==> config.mk <==
export PLATFORM = sky130hd
export DESIGN_NAME = seg_scan_mux
export DESIGN_NICKNAME = d
export VERILOG_FILES = /design/src/rtl/seg_scan_mux.sv
export SDC_FILE = /design/constraint.sdc
export NUM_CORES = 1
export LEC_CHECK = 0
export CAP_MARGIN = 10
export CORE_UTILIZATION = 40
export CTS_CLUSTER_DIAMETER = 60
export DETAILED_ROUTE_END_ITERATION = 12
export GPL_TIMING_DRIVEN = 0
export SLEW_MARGIN = 20
export SYNTH_ARGS = -nofsm -noshare
export SYNTH_HDL_FRONTEND = slang
export SYNTH_SLANG_ARGS = --single-unit
==> constraint.sdc <==
create_clock -name clk -period 2.5 [get_ports clk]
set_clock_uncertainty 0.15 [all_clocks]
set_input_delay 0.5 -clock clk [delete_from_list [all_inputs] [get_ports clk]]
set_output_delay 0.5 -clock clk [all_outputs]
set_load 0.01 [all_outputs]
==> src/rtl/seg_scan_mux.sv <==
// ---------------------------------------------------------------------------
// seg_scan_mux
//   Multiplexed N-digit seven-segment scanner. Hex nibbles and per-digit
//   blink/blank masks are captured into a shadow register on i_load. The
//   display reads only the shadow, so a partially updated input bus never
//   reaches the pins. Refresh and blink timebases are derived from clk.
//
// Ports
//   clk            system clock
//   reset          synchronous, active-high reset
//   i_digits_in    packed nibbles, nibble k = [4k+3:4k], digit 0 rightmost
//   i_blink_mask   bit k = 1: digit k blinks with o_blink_phase
//   i_blank_mask   bit k = 1: digit k is dark
//   i_load         capture digits and masks into the shadow registers
//   o_seg          {g,f,e,d,c,b,a}, registered, polarity per ACTIVE_LOW
//   o_an           one-hot digit enable, registered, polarity per ACTIVE_LOW
//   o_digit_idx    digit currently being scanned
//   o_blink_phase  1 = blinking digits visible
// ---------------------------------------------------------------------------
module seg_scan_mux #(
  parameter int  NUM_DIGITS   = 4,
  parameter int  REFRESH_DIV  = 100000,
  parameter int  BLINK_DIV    = 25000000,
  parameter int  GUARD_CYCLES = 2,
  parameter bit  ACTIVE_LOW   = 1'b1,
  localparam int IDX_W        = (NUM_DIGITS > 1) ? $clog2(NUM_DIGITS) : 1
) (
  input  logic                    clk,
  input  logic                    reset,
  input  logic [4*NUM_DIGITS-1:0] i_digits_in,
  input  logic [NUM_DIGITS-1:0]   i_blink_mask,
  input  logic [NUM_DIGITS-1:0]   i_blank_mask,
  input  logic                    i_load,
  output logic [6:0]              o_seg,
  output logic [NUM_DIGITS-1:0]   o_an,
  output logic [IDX_W-1:0]        o_digit_idx,
  output logic                    o_blink_phase
);

  localparam int RW = $clog2(REFRESH_DIV);
  localparam int BW = $clog2(BLINK_DIV);

  // XOR masks: all-ones flips active-high values to active-low pins, and the
  // same masks are the "everything off" pin values.
  localparam logic [NUM_DIGITS-1:0] AN_POL  = {NUM_DIGITS{ACTIVE_LOW}};
  localparam logic [6:0]            SEG_POL = {7{ACTIVE_LOW}};

  logic [4*NUM_DIGITS-1:0] r_shadow_digits;
  logic [NUM_DIGITS-1:0]   r_shadow_blink;
  logic [NUM_DIGITS-1:0]   r_shadow_blank;

  logic [RW-1:0]           r_refresh_cnt;
  logic [BW-1:0]           r_blink_cnt;
  logic [IDX_W-1:0]        r_digit_idx;
  logic                    r_blink_phase;

  logic [6:0]              r_seg;
  logic [NUM_DIGITS-1:0]   r_an;

  logic                    w_refresh_wrap;
  logic                    w_blink_wrap;
  logic                    w_last_digit;
  logic                    w_guard;
  logic [3:0]              w_nibble;
  logic                    w_blink_sel;
  logic                    w_blank_sel;
  logic                    w_dark;
  logic [NUM_DIGITS-1:0]   w_an_on;
  logic [6:0]              w_seg_on;

  // Active-high gfedcba decode.
  function automatic logic [6:0] hex_to_seg(input logic [3:0] v);
    logic [6:0] s;
    case (v)
      4'h0:    s = 7'b0111111;
      4'h1:    s = 7'b0000110;
      4'h2:    s = 7'b1011011;
      4'h3:    s = 7'b1001111;
      4'h4:    s = 7'b1100110;
      4'h5:    s = 7'b1101101;
      4'h6:    s = 7'b1111101;
      4'h7:    s = 7'b0000111;
      4'h8:    s = 7'b1111111;
      4'h9:    s = 7'b1101111;
      4'hA:    s = 7'b1110111;
      4'hB:    s = 7'b1111100;
      4'hC:    s = 7'b0111001;
      4'hD:    s = 7'b1011110;
      4'hE:    s = 7'b1111001;
      default: s = 7'b1110001;
    endcase
    return s;
  endfunction

  assign w_refresh_wrap = (r_refresh_cnt == RW'(REFRESH_DIV - 1));
  assign w_blink_wrap   = (r_blink_cnt == BW'(BLINK_DIV - 1));
  assign w_last_digit   = (r_digit_idx == IDX_W'(NUM_DIGITS - 1));

  // Anti-ghosting window at the start of every slot: anodes and segments
  // both dark while the previous digit's charge drains.
  generate
    if (GUARD_CYCLES > 0) begin : g_guard
      assign w_guard = (r_refresh_cnt < RW'(GUARD_CYCLES));
    end else begin : g_no_guard
      assign w_guard = 1'b0;
    end
  endgenerate

  // Select the scanned digit's nibble and mask bits from the shadow.
  always_comb begin
    w_nibble    = 4'h0;
    w_blink_sel = 1'b0;
    w_blank_sel = 1'b0;
    w_an_on     = '0;
    for (int k = 0; k < NUM_DIGITS; k++) begin
      if (r_digit_idx == IDX_W'(k)) begin
        w_nibble    = r_shadow_digits[4*k +: 4];
        w_blink_sel = r_shadow_blink[k];
        w_blank_sel = r_shadow_blank[k];
        w_an_on[k]  = ~w_guard;
      end
    end
  end

  // Blank/blink darken only the segments; the anode keeps its slot so the
  // duty cycle of the other digits is unchanged.
  assign w_dark   = w_guard | w_blank_sel | (w_blink_sel & ~r_blink_phase);
  assign w_seg_on = w_dark ? 7'b0000000 : hex_to_seg(w_nibble);

  always_ff @(posedge clk) begin
    if (reset) begin
      r_shadow_digits <= '0;
      r_shadow_blink  <= '0;
      r_shadow_blank  <= '0;
    end else if (i_load) begin
      r_shadow_digits <= i_digits_in;
      r_shadow_blink  <= i_blink_mask;
      r_shadow_blank  <= i_blank_mask;
    end
  end

  always_ff @(posedge clk) begin
    if (reset) begin
      r_refresh_cnt <= '0;
      r_digit_idx   <= '0;
    end else if (w_refresh_wrap) begin
      r_refresh_cnt <= '0;
      r_digit_idx   <= w_last_digit ? '0 : r_digit_idx + 1'b1;
    end else begin
      r_refresh_cnt <= r_refresh_cnt + 1'b1;
    end
  end

  always_ff @(posedge clk) begin
    if (reset) begin
      r_blink_cnt   <= '0;
      r_blink_phase <= 1'b1;
    end else if (w_blink_wrap) begin
      r_blink_cnt   <= '0;
      r_blink_phase <= ~r_blink_phase;
    end else begin
      r_blink_cnt   <= r_blink_cnt + 1'b1;
    end
  end

  // Pin register: built from pre-edge scan state, one cycle of latency.
  always_ff @(posedge clk) begin
    if (reset) begin
      r_an  <= AN_POL;
      r_seg <= SEG_POL;
    end else begin
      r_an  <= w_an_on ^ AN_POL;
      r_seg <= w_seg_on ^ SEG_POL;
    end
  end

  assign o_seg         = r_seg;
  assign o_an          = r_an;
  assign o_digit_idx   = r_digit_idx;
  assign o_blink_phase = r_blink_phase;

endmodule

==> results of run 1 <==
==> sequential cells by signal, indices dropped and copies added (netlist names) <==
name,flops
o_digit_idx,2
o_an,4
r_shadow_blank,4
r_shadow_digits,16
r_shadow_blink,4
r_refresh_cnt,17
r_blink_cnt,25
o_seg,7
o_blink_phase,1
==> stage by stage <==
| stage | setup WS, ns | utilization |
|---|---|---|
| 3_5_place_dp | -0.254 | 0.479 |
| 2_1_floorplan | 0.0472 | - |
| 3_3_place_gp | -0.230 | 0.479 |
| 6_report | 0.0838 | 0.510 |
| 4_1_cts | 0.00602 | 0.504 |
| 5_1_grt | -0.0146 | 0.510 |
==> cells by family after synthesis <==
family | count (synthesis) | share of synthesized area
simple gates | 185 | 0.258
flops | 80 | 0.435
xor+xnor | 40 | 0.0951
buf+inv | 30 | 0.0435
mux | 29 | 0.0795
compound gates | 21 | 0.0479
fa+ha+maj | 12 | 0.0408
==> cells in the mapped netlist, types with 2 or more instances <==
cell       n  area [um^2]
xnor2_1   15          131
nand3b_1   3         22.5
buf_2      5         25.0
nor2b_1    3         18.8
nand2_1   29          109
nor3b_1    3         22.5
clkbuf_1   4         15.0
and3_1     8         50.1
and2_1     4         25.0
or2_1      2         12.5
and4_1     5         43.8
nand2b_1   3         18.8
buf_4      3         22.5
nand4_1   10         62.6
nor3_1     2         10.0
nor2_1    79          297
buf_6      4         45.0
a21oi_1    7         35.0
mux2i_1   27          270
o221ai_1   4         35.0
dfxtp_1   80         1600
mux2_2     2         22.5
inv_1     13         48.8
ha_1      12          150
nor4_2     2         25.0
nand3_1   18         90.1
nor4b_1    2         17.5
nor4_1     3         18.8
xor2_1    25          219
==> path summary, 6_finish.rpt <==
path / end / slack, ns / cells past startpoint
min reg2reg: r_refresh_cnt[0] / 0.30 / 1
min: r_refresh_cnt[0] / 0.30 / 1
max reg2reg: o_seg[0] / 0.08 / 10
max: o_seg[0] / 0.08 / 10
==> report_power, final <==
group          leakage (nW)  switching (mW)  internal, mW  total, mW
combinational          1.00           0.110         0.130      0.240
clock                 0.103           0.449         0.515      0.964
sequential            0.653          0.0235          1.31       1.34
==> cell usage in the layout, fill, tap and decap left out, types with 3 or more instances in the layout <==
cell	instances
a21oi_1	7
and2_1	4
and3_1	8
and4_1	5
buf_2	3
buf_4	7
buf_6	5
clkbuf_1	6
clkbuf_8	11
clkdlybuf4s50_1	39
dfxtp_1	78
ha_1	8
ha_2	3
inv_1	11
mux2i_1	27
nand2_1	29
nand2b_1	3
nand3_1	18
nand3b_1	3
nand4_1	10
nor2_1	79
nor2b_1	3
nor3b_1	3
nor4_1	3
o221ai_1	3
xnor2_1	15
xor2_1	25
==> what timing repair did <==
| action | 4_1_cts | 5_1_grt |
|---|---|---|
| buffers inserted | 1 | 2 |
| pin swaps | 1 | 2 |
| resized for setup | 7 | 11 |
| endpoints found under the setup margin | 4 | 4 |
==> worst register-to-register path: cells and delay by family, from the launching register on <==
kind	cells	cell delay (ns)
buf+inv	3	0.31
compound gates	3	0.61
flops	1	0.38
simple gates	2	0.44
fa+ha+maj	2	0.39
==> area by class of cell <==
cell class / count / area, um^2 / area share
inverter: 13 / 48.8 / 0.0109
clock inverter: 3 / 40.0 / 0.00891
buffer: 17 / 120 / 0.0267
sequential: 80 / 1610 / 0.358
multi-input combinational: 287 / 1970 / 0.438
timing repair buffer: 42 / 413 / 0.0919
clock buffer: 13 / 159 / 0.0354
tap: 108 / 135 / 0.0301
==> per-layer routing <==
metal,global-route usage,vias to the layer above,share of wire
met5,0,-,0
met2,0.271,53,0.46
li1,-,1450,-
met1,0.215,1273,0.48
met3,0.0265,11,0.037
met4,0.0804,0,0.016
==> reports/qor.txt, run 1 <==
Crit path required time: 2.55 ns
kind of critical path: register to register
fin crit share: 0.966
cell family with most CP delay: compound AO/OA/AOI/OAI gates
DRT Wirelength: 7610 um
CTS Root Cell: clkbuf_8
maximum vdd drop: 0.206 mV
CTS tree: done
n_diodes: 0
YS warnings: 0
Area growth, synth to finish: 22.0%
die width: 98.0 um
placed inst area: 4220 um^2
max_cap viols: 0
CP peak stage delay: 0.38 ns
P_leak: 1.76 nW
largest net degree at the start of global routing: 13
total power: 2.54 mW
WL/cell: 13.5 um
initial drt markers: 88
placed cells: 544
fin. max-slew vios: 0
failing checks: DRC
Final min period: 2.42 ns
EDFF count, synth: 0
Final ANT Viol Nets: 0
clock sink total: 80
WP buf/inv: 3
initial core utilization: 0.418
worst slew pin tran: 0.801 ns
FILL cells: 857
syn_area_per_cell: 9.28 um^2
pwr dens: 565 nW/um^2
endpoints failing hold: 0
Worst Setup Start Kind: register
cell area after layout: 4490 um^2
share of layout cells above drive strength 1: 0.112
Slowest-stage cell, CP: dfxtp_4
Die Y: 98.0 um
first-pass detailed-route iteration total: 8
fin nets: 489
CTS max path bufs: 2
setup violators final: 0
Reg clk slew, reported paths: 0.08 ns
vias: 2787
post-synth cell types: 49
Slew headroom: 0.465
TritonCTS buffer count: 9
worst-path cell chain: inv_1, ha_1, buf_6, a211o_1, o221ai_4, inv_2, ha_2, or3_1, o221ai_1, nand2_1
asr flop ratio synth: 0
status: complete, but fails checks
Die Area: 9600 um^2
Post-Syn Area: 3680 um^2
GRT Residual Overflow: 0
Syn Inst Count: 397
crit path capture type: register
post-DP HPWL: 5280 um
Residual DRC: 3
Synth Register Bits: 80
Skew-Pair Late Insertion Delay: 0.34 ns
maximum fanout along the worst path: 10
Setup TNS Final: 0 ns
first-pass GRT wire length: 12800 um
hold wc startpoint: r_refresh_cnt[0]
DR vias/cell: 4.95
non-filler instance count after layout: 563
H-tree Lvls: 3
Seq/Total Area, Yosys: 0.435
Port Buf Inserts: 39
worst path arrival time: 2.47 ns
CTS Hold Bufs: 0
Hold Crit Class: register to register
Final Wtd Congestion: 0.788
worst setup path start: o_digit_idx[1]
Main synth FF type: dfxtp_1
reg2reg start: o_digit_idx[1]
Rows: 34
GRT Total Usage: 0.167
Mapped Nets: 436
worst hold margin: 0.299 ns
initial antenna violation count: 0
fmax: 0.414 GHz
core region area: 8810 um^2
Top Ports: 41
vias in the first global route: 2736
No activity file was read; power rests on OpenSTA's default activity.
==> inputs of run 2 (changes only) <==
Settings changed: CORE_MARGIN set to 3.
==> run 2 against run 1 <==
  * Critical endpoint is now o_seg[6]
  * Power shrank 2.3%
  * The run now ends clean
  * Cell count unchanged
  * Critical path depth is the same
==> reports/qor.txt, run 2 (same netlist as run 1, synthesis figures left out) <==
Top Ports: 41
Worst Setup Start Kind: register
Final ANT Viol Nets: 0
die width: 102 um
clock sink total: 80
CTS max path bufs: 2
vias in the first global route: 2554
n_diodes: 0
maximum vdd drop: 0.206 mV
pre-CTS setup slack: -0.232 ns
final worst-path setup slack: 0.137 ns
Final min period: 2.36 ns
Skew-Pair Late Insertion Delay: 0.34 ns
GRT Total Usage: 0.146
core region area: 8850 um^2
kind of critical path: register to register
Largest Register: r_blink_cnt
fmax: 0.423 GHz
Port Buf Inserts: 39
vias: 2751
Sequential Power Share: 0.539
Slew headroom: 0.464
crit path capture type: register
clock power share: 0.364
fin crit share: 0.945
status: finished clean
pwr dens: 553 nW/um^2
first-pass GRT wire length: 12100 um
P_leak: 1.74 nW
WL/cell: 12.9 um
DR vias/cell: 4.89
CTS Root Cell: clkbuf_8
Reg clk slew, reported paths: 0.08 ns
CTS tree: done
Hold Path Depth: 1
post-DP HPWL: 5240 um
initial core utilization: 0.416
Comb pwr share: 0.097
largest net degree at the start of global routing: 14
maximum fanout along the worst path: 10
TritonCTS buffer count: 9
DRT Wirelength: 7280 um
most frequent cells in the layout: nor2_1, dfxtp_1, clkdlybuf4s50_1, nand2_1, mux2i_1
most common cell after layout, fill and taps aside: nor2_1
worst path arrival time: 2.43 ns
max reg flops: 25
endpoints failing hold: 0
RSZ-0062 raised after global routing: no
Hold Crit Class: register to register
fin nets: 489
Rows: 34
initial antenna violation count: 0
Die Area: 10400 um^2
Die Y: 102 um
worst hold margin: 0.291 ns
switch share: 0.240
GRT Residual Overflow: 0
H-tree Lvls: 3
first-pass detailed-route iteration total: 6
CTS Hold Bufs: 0
Area growth, synth to finish: 21.7%
Worst Reg2Reg Path Length in Cells: 10
fin. max-slew vios: 0
Int Power: 1.89 mW
Final Wtd Congestion: 0.820
setup violators final: 0
initial drt markers: 103
Crit path required time: 2.56 ns
share of layout cells above drive strength 1: 0.114
Residual DRC: 0
max_cap viols: 0
P_sw: 596 uW
biggest regs: r_blink_cnt (25), r_refresh_cnt (17), r_shadow_digits (16)
worst slew pin tran: 0.796 ns
[run 2: cell count changes in the layout (fill, tap and decap cells not counted), sizes merged]
| cell | delta |
|---|---|
| clkinvlp | +3 |
| bufinv | -1 |
| clkbuf | -1 |
| clkinv | -1 |
[run 2: power groups by stage]
stage	Combinational [mW]	Sequential, mW	Clock (mW)
after floorplan	0.133	1.37	0
after global placement	0.228	1.37	0
after detailed placement	0.230	1.37	0
after CTS	0.235	1.34	0.940
after global routing	0.267	1.34	0.990
final	0.240	1.34	0.904
[run 2: final timing paths]
kind	start	endpoint	slack, ns
hold / removal	r_refresh_cnt[0]	r_refresh_cnt[0]	0.29
hold reg to reg	r_refresh_cnt[0]	r_refresh_cnt[0]	0.29
setup / recovery	o_digit_idx[0]	o_seg[6]	0.14
setup reg to reg	o_digit_idx[0]	o_seg[6]	0.14
[run 2: critical path, cell delays in order, from the launching register on]
cell and delay [ns]:
dfxtp_4 0.38, inv_1 0.07, ha_1 0.19, buf_4 0.17, a211o_1 0.30, o221ai_4 0.18
inv_2 0.08, ha_2 0.20, mux2_2 0.28, a22oi_2 0.17, nand2_1 0.07
[run 2: cell type report]
| type | instances | area, um^2 |
|---|---|---|
| buffer | 17 | 116 |
| clock buffer | 12 | 165 |
| clock inverter | 4 | 27.5 |
| fill | 851 | 4370 |
| inverter | 13 | 48.8 |
| multi-input combinational | 287 | 1970 |
| sequential | 80 | 1610 |
| tap | 108 | 135 |
| timing repair buffer | 42 | 413 |
[run 2: stage by stage]
step	instance area [um^2]	utilization	TNS [ns]	instances	total power, mW
global placement	4220	0.476	-0.447	544	1.60
finish	4480	0.507	0	563	2.48
CTS	4440	0.502	0	561	2.51
floorplan	3690	-	0	397	1.50
detailed placement	4220	0.476	-0.647	544	1.60
global route	4480	0.507	0	563	2.60
[run 2: timing repair]
item	4_1_cts	5_1_grt
pin swaps	1	1
endpoints found under the hold margin	0	0
endpoints found under the setup margin	4	4
setup buffers	1	2
resized for setup	9	7
[run 2: per-layer routing]
metal	global-route usage	routed length, um	vias to the layer above
li1	-	-	1438
met1	0.197	3640	1259
met2	0.230	3270	50
met3	0.0348	319	4
met4	0.0505	53	0
met5	0	0	-
==> inputs of run 3 (changes only) <==
Settings changed: CTS_CLUSTER_SIZE set to 14, DONT_BUFFER_PORTS set to 1, SETUP_SLACK_MARGIN set to 0.02.
==> run 3 against run 2 <==
  * Combinational power shrank 28%
  * Global-route usage shrank 0.21 points
  * Sequential power is essentially flat
  * Non-clock buffer count shrank 40
  * Critical path depth shrank 1
  * Cell count shrank 7.3%
  * Worst hold slack lost 0.14 ns
  * Critical endpoint unchanged
  * Flip-flop and latch count is the same
  * Die area is the same
  * Critical path type unchanged
  * Cell area shrank 7.8%
  * Via count shrank 4.2%
  * Setup slack lost 0.0073 ns
==> reports/qor.txt, run 3 (same netlist as run 1, synthesis figures left out) <==
RSZ-0062 raised after global routing: yes
Slowest-stage cell, CP: dfxtp_4
Hold Crit Class: input port to register
Top Ports: 41
Setup TNS Final: 0 ns
most frequent cells in the layout: nor2_1, dfxtp_1, nand2_1, mux2i_1, xor2_1
largest net degree at the start of global routing: 13
max reg flops: 25
Reg clk slew, reported paths: 0.08 ns
endpoints failing hold: 0
Largest Register: r_blink_cnt
DR vias/cell: 5.05
worst hold margin: 0.147 ns
first-pass detailed-route iteration total: 4
initial drt markers: 78
vias in the first global route: 2541
Worst Hold End: r_shadow_digits[9]
Port Buf Inserts: 0
Slew headroom: 0.456
DRT Wirelength: 7200 um
Rows: 34
crit path capture type: register
fmax: 0.422 GHz
kind of critical path: register to register
P_sw: 569 uW
maximum vdd drop: 0.275 mV
share of layout cells above drive strength 1: 0.128
CTS tree: done
worst slew pin tran: 0.809 ns
fin. max-slew vios: 0
Final ANT Viol Nets: 0
CTS Hold Bufs: 0
most frequent cell on the critical path: ha_2
clock sink total: 80
Int Power: 1.93 mW
Final min period: 2.37 ns
post-DP HPWL: 5260 um
status: finished clean
biggest regs: r_blink_cnt (25), r_refresh_cnt (17), r_shadow_digits (16)
reg2reg start: o_digit_idx[0]
Residual DRC: 0
Final Wtd Congestion: 0.840
Comb pwr share: 0.069
hold wc startpoint: i_digits_in[9]
vias: 2636
CP peak stage delay: 0.38 ns
Skew-Pair Late Insertion Delay: 0.35 ns
Crit path required time: 2.56 ns
P_leak: 1.61 nW
CTS max path bufs: 2
CTS Root Cell: clkbuf_8
clock power share: 0.393
TritonCTS buffer count: 9
setup violators final: 0
max_cap viols: 0
maximum fanout along the worst path: 10
Area growth, synth to finish: 12.2%
Worst Reg2Reg Path Length in Cells: 9
RR Endpoint: o_seg[6]
Die Y: 102 um
switch share: 0.228
core region area: 8850 um^2
initial antenna violation count: 0
first-pass GRT wire length: 12000 um
initial core utilization: 0.416
GRT Residual Overflow: 0
pwr dens: 605 nW/um^2
fin nets: 449
GRT Total Usage: 0.144
WL/cell: 13.8 um
reg-to-reg slack, setup: 0.13 ns
n_diodes: 0
Hold Path Depth: 2
Sequential Power Share: 0.537
die width: 102 um
Die Area: 10400 um^2
fin crit share: 0.948
worst-path cell chain: ha_2, buf_4, a211o_1, o221ai_4, inv_2, ha_2, mux2_2, a22oi_2, nand2_1
Worst Setup Start Kind: register
most common cell after layout, fill and taps aside: nor2_1
H-tree Lvls: 3
worst path arrival time: 2.43 ns
## run 3: cell count changes in the layout (fill, tap and decap cells not counted), moves of 2 or more
| cell | before | now |
|---|---|---|
| buf_4 | 8 | 5 |
| buf_6 | 4 | 6 |
| clkdlybuf4s50_1 | 39 | 0 |
| clkinvlp_4 | 3 | 0 |
| ha_1 | 10 | 8 |
## run 3: worst max-delay path by stage
stage	start	to	slack [ns]	cells after the start
2_1_floorplan	o_digit_idx[0]	o_seg[0]	0.05	10
3_3_place_gp	o_digit_idx[0]	o_seg[6]	-0.31	10
3_5_place_dp	o_digit_idx[0]	o_seg[6]	-0.34	10
4_1_cts	o_digit_idx[0]	o_seg[3]	0.03	9
5_1_grt	o_digit_idx[1]	o_seg[3]	-0.01	10
6_report	o_digit_idx[0]	o_seg[6]	0.13	9
## run 3: cell type report
class                           instances  area [um^2]
Sequential cell                        80         1610
Buffer                                 17          120
Fill cell                             873         4720
Clock buffer                           12          165
Timing Repair Buffer                    2         18.8
Inverter                               13         48.8
Tap cell                              108          135
Clock inverter                          3         40.0
Multi-Input combinational cell        287         1990
## run 3: routing by layer
layer  vias up  global-route usage  share of wire
li1       1365                   -              -
met1      1217               0.188           0.49
met2        43               0.229           0.44
met3        11              0.0362          0.054
met4         0              0.0585          0.019
met5         -                   0              0
## run 3: worst max-delay path, delay by kind of cell (launching register included)
kind / cells / cell delay [ns]
adders and majority gates: 2 / 0.41
buffers and inverters: 2 / 0.27
and+or+nand+nor: 1 / 0.06
muxes: 1 / 0.27
AOI/OAI and AO/OA: 3 / 0.69
DFF: 1 / 0.38
## run 3: power by group through the flow
stage                     combinational (mW)  clock [mW]  sequential (mW)
after floorplan                        0.133           0             1.37
after global placement                 0.158           0             1.37
after detailed placement               0.161           0             1.37
after CTS                              0.168        1.01             1.34
after global routing                   0.197        1.06             1.35
final                                  0.174       0.982             1.34
## run 3: per-stage QoR
| step | instance area (um^2) | util | cells | total power, mW | worst slack, ns |
|---|---|---|---|---|---|
| 2_1_floorplan | 3690 | - | 397 | 1.50 | 0.0472 |
| 3_3_place_gp | 3820 | 0.432 | 505 | 1.53 | -0.310 |
| 3_5_place_dp | 3820 | 0.432 | 505 | 1.54 | -0.336 |
| 4_1_cts | 4080 | 0.461 | 522 | 2.52 | 0.0279 |
| 5_1_grt | 4130 | 0.467 | 522 | 2.61 | -0.0139 |
| 6_report | 4130 | 0.467 | 522 | 2.50 | 0.130 |
## run 3: repair_timing
item / in CTS / in global routing
pin swaps: 3 / 3
endpoints found under the setup margin: 6 / 5
gates cloned: 0 / 0
hold endpoints to repair: 0 / 0
resized for setup: 12 / 10
buffers inserted: 2 / 0
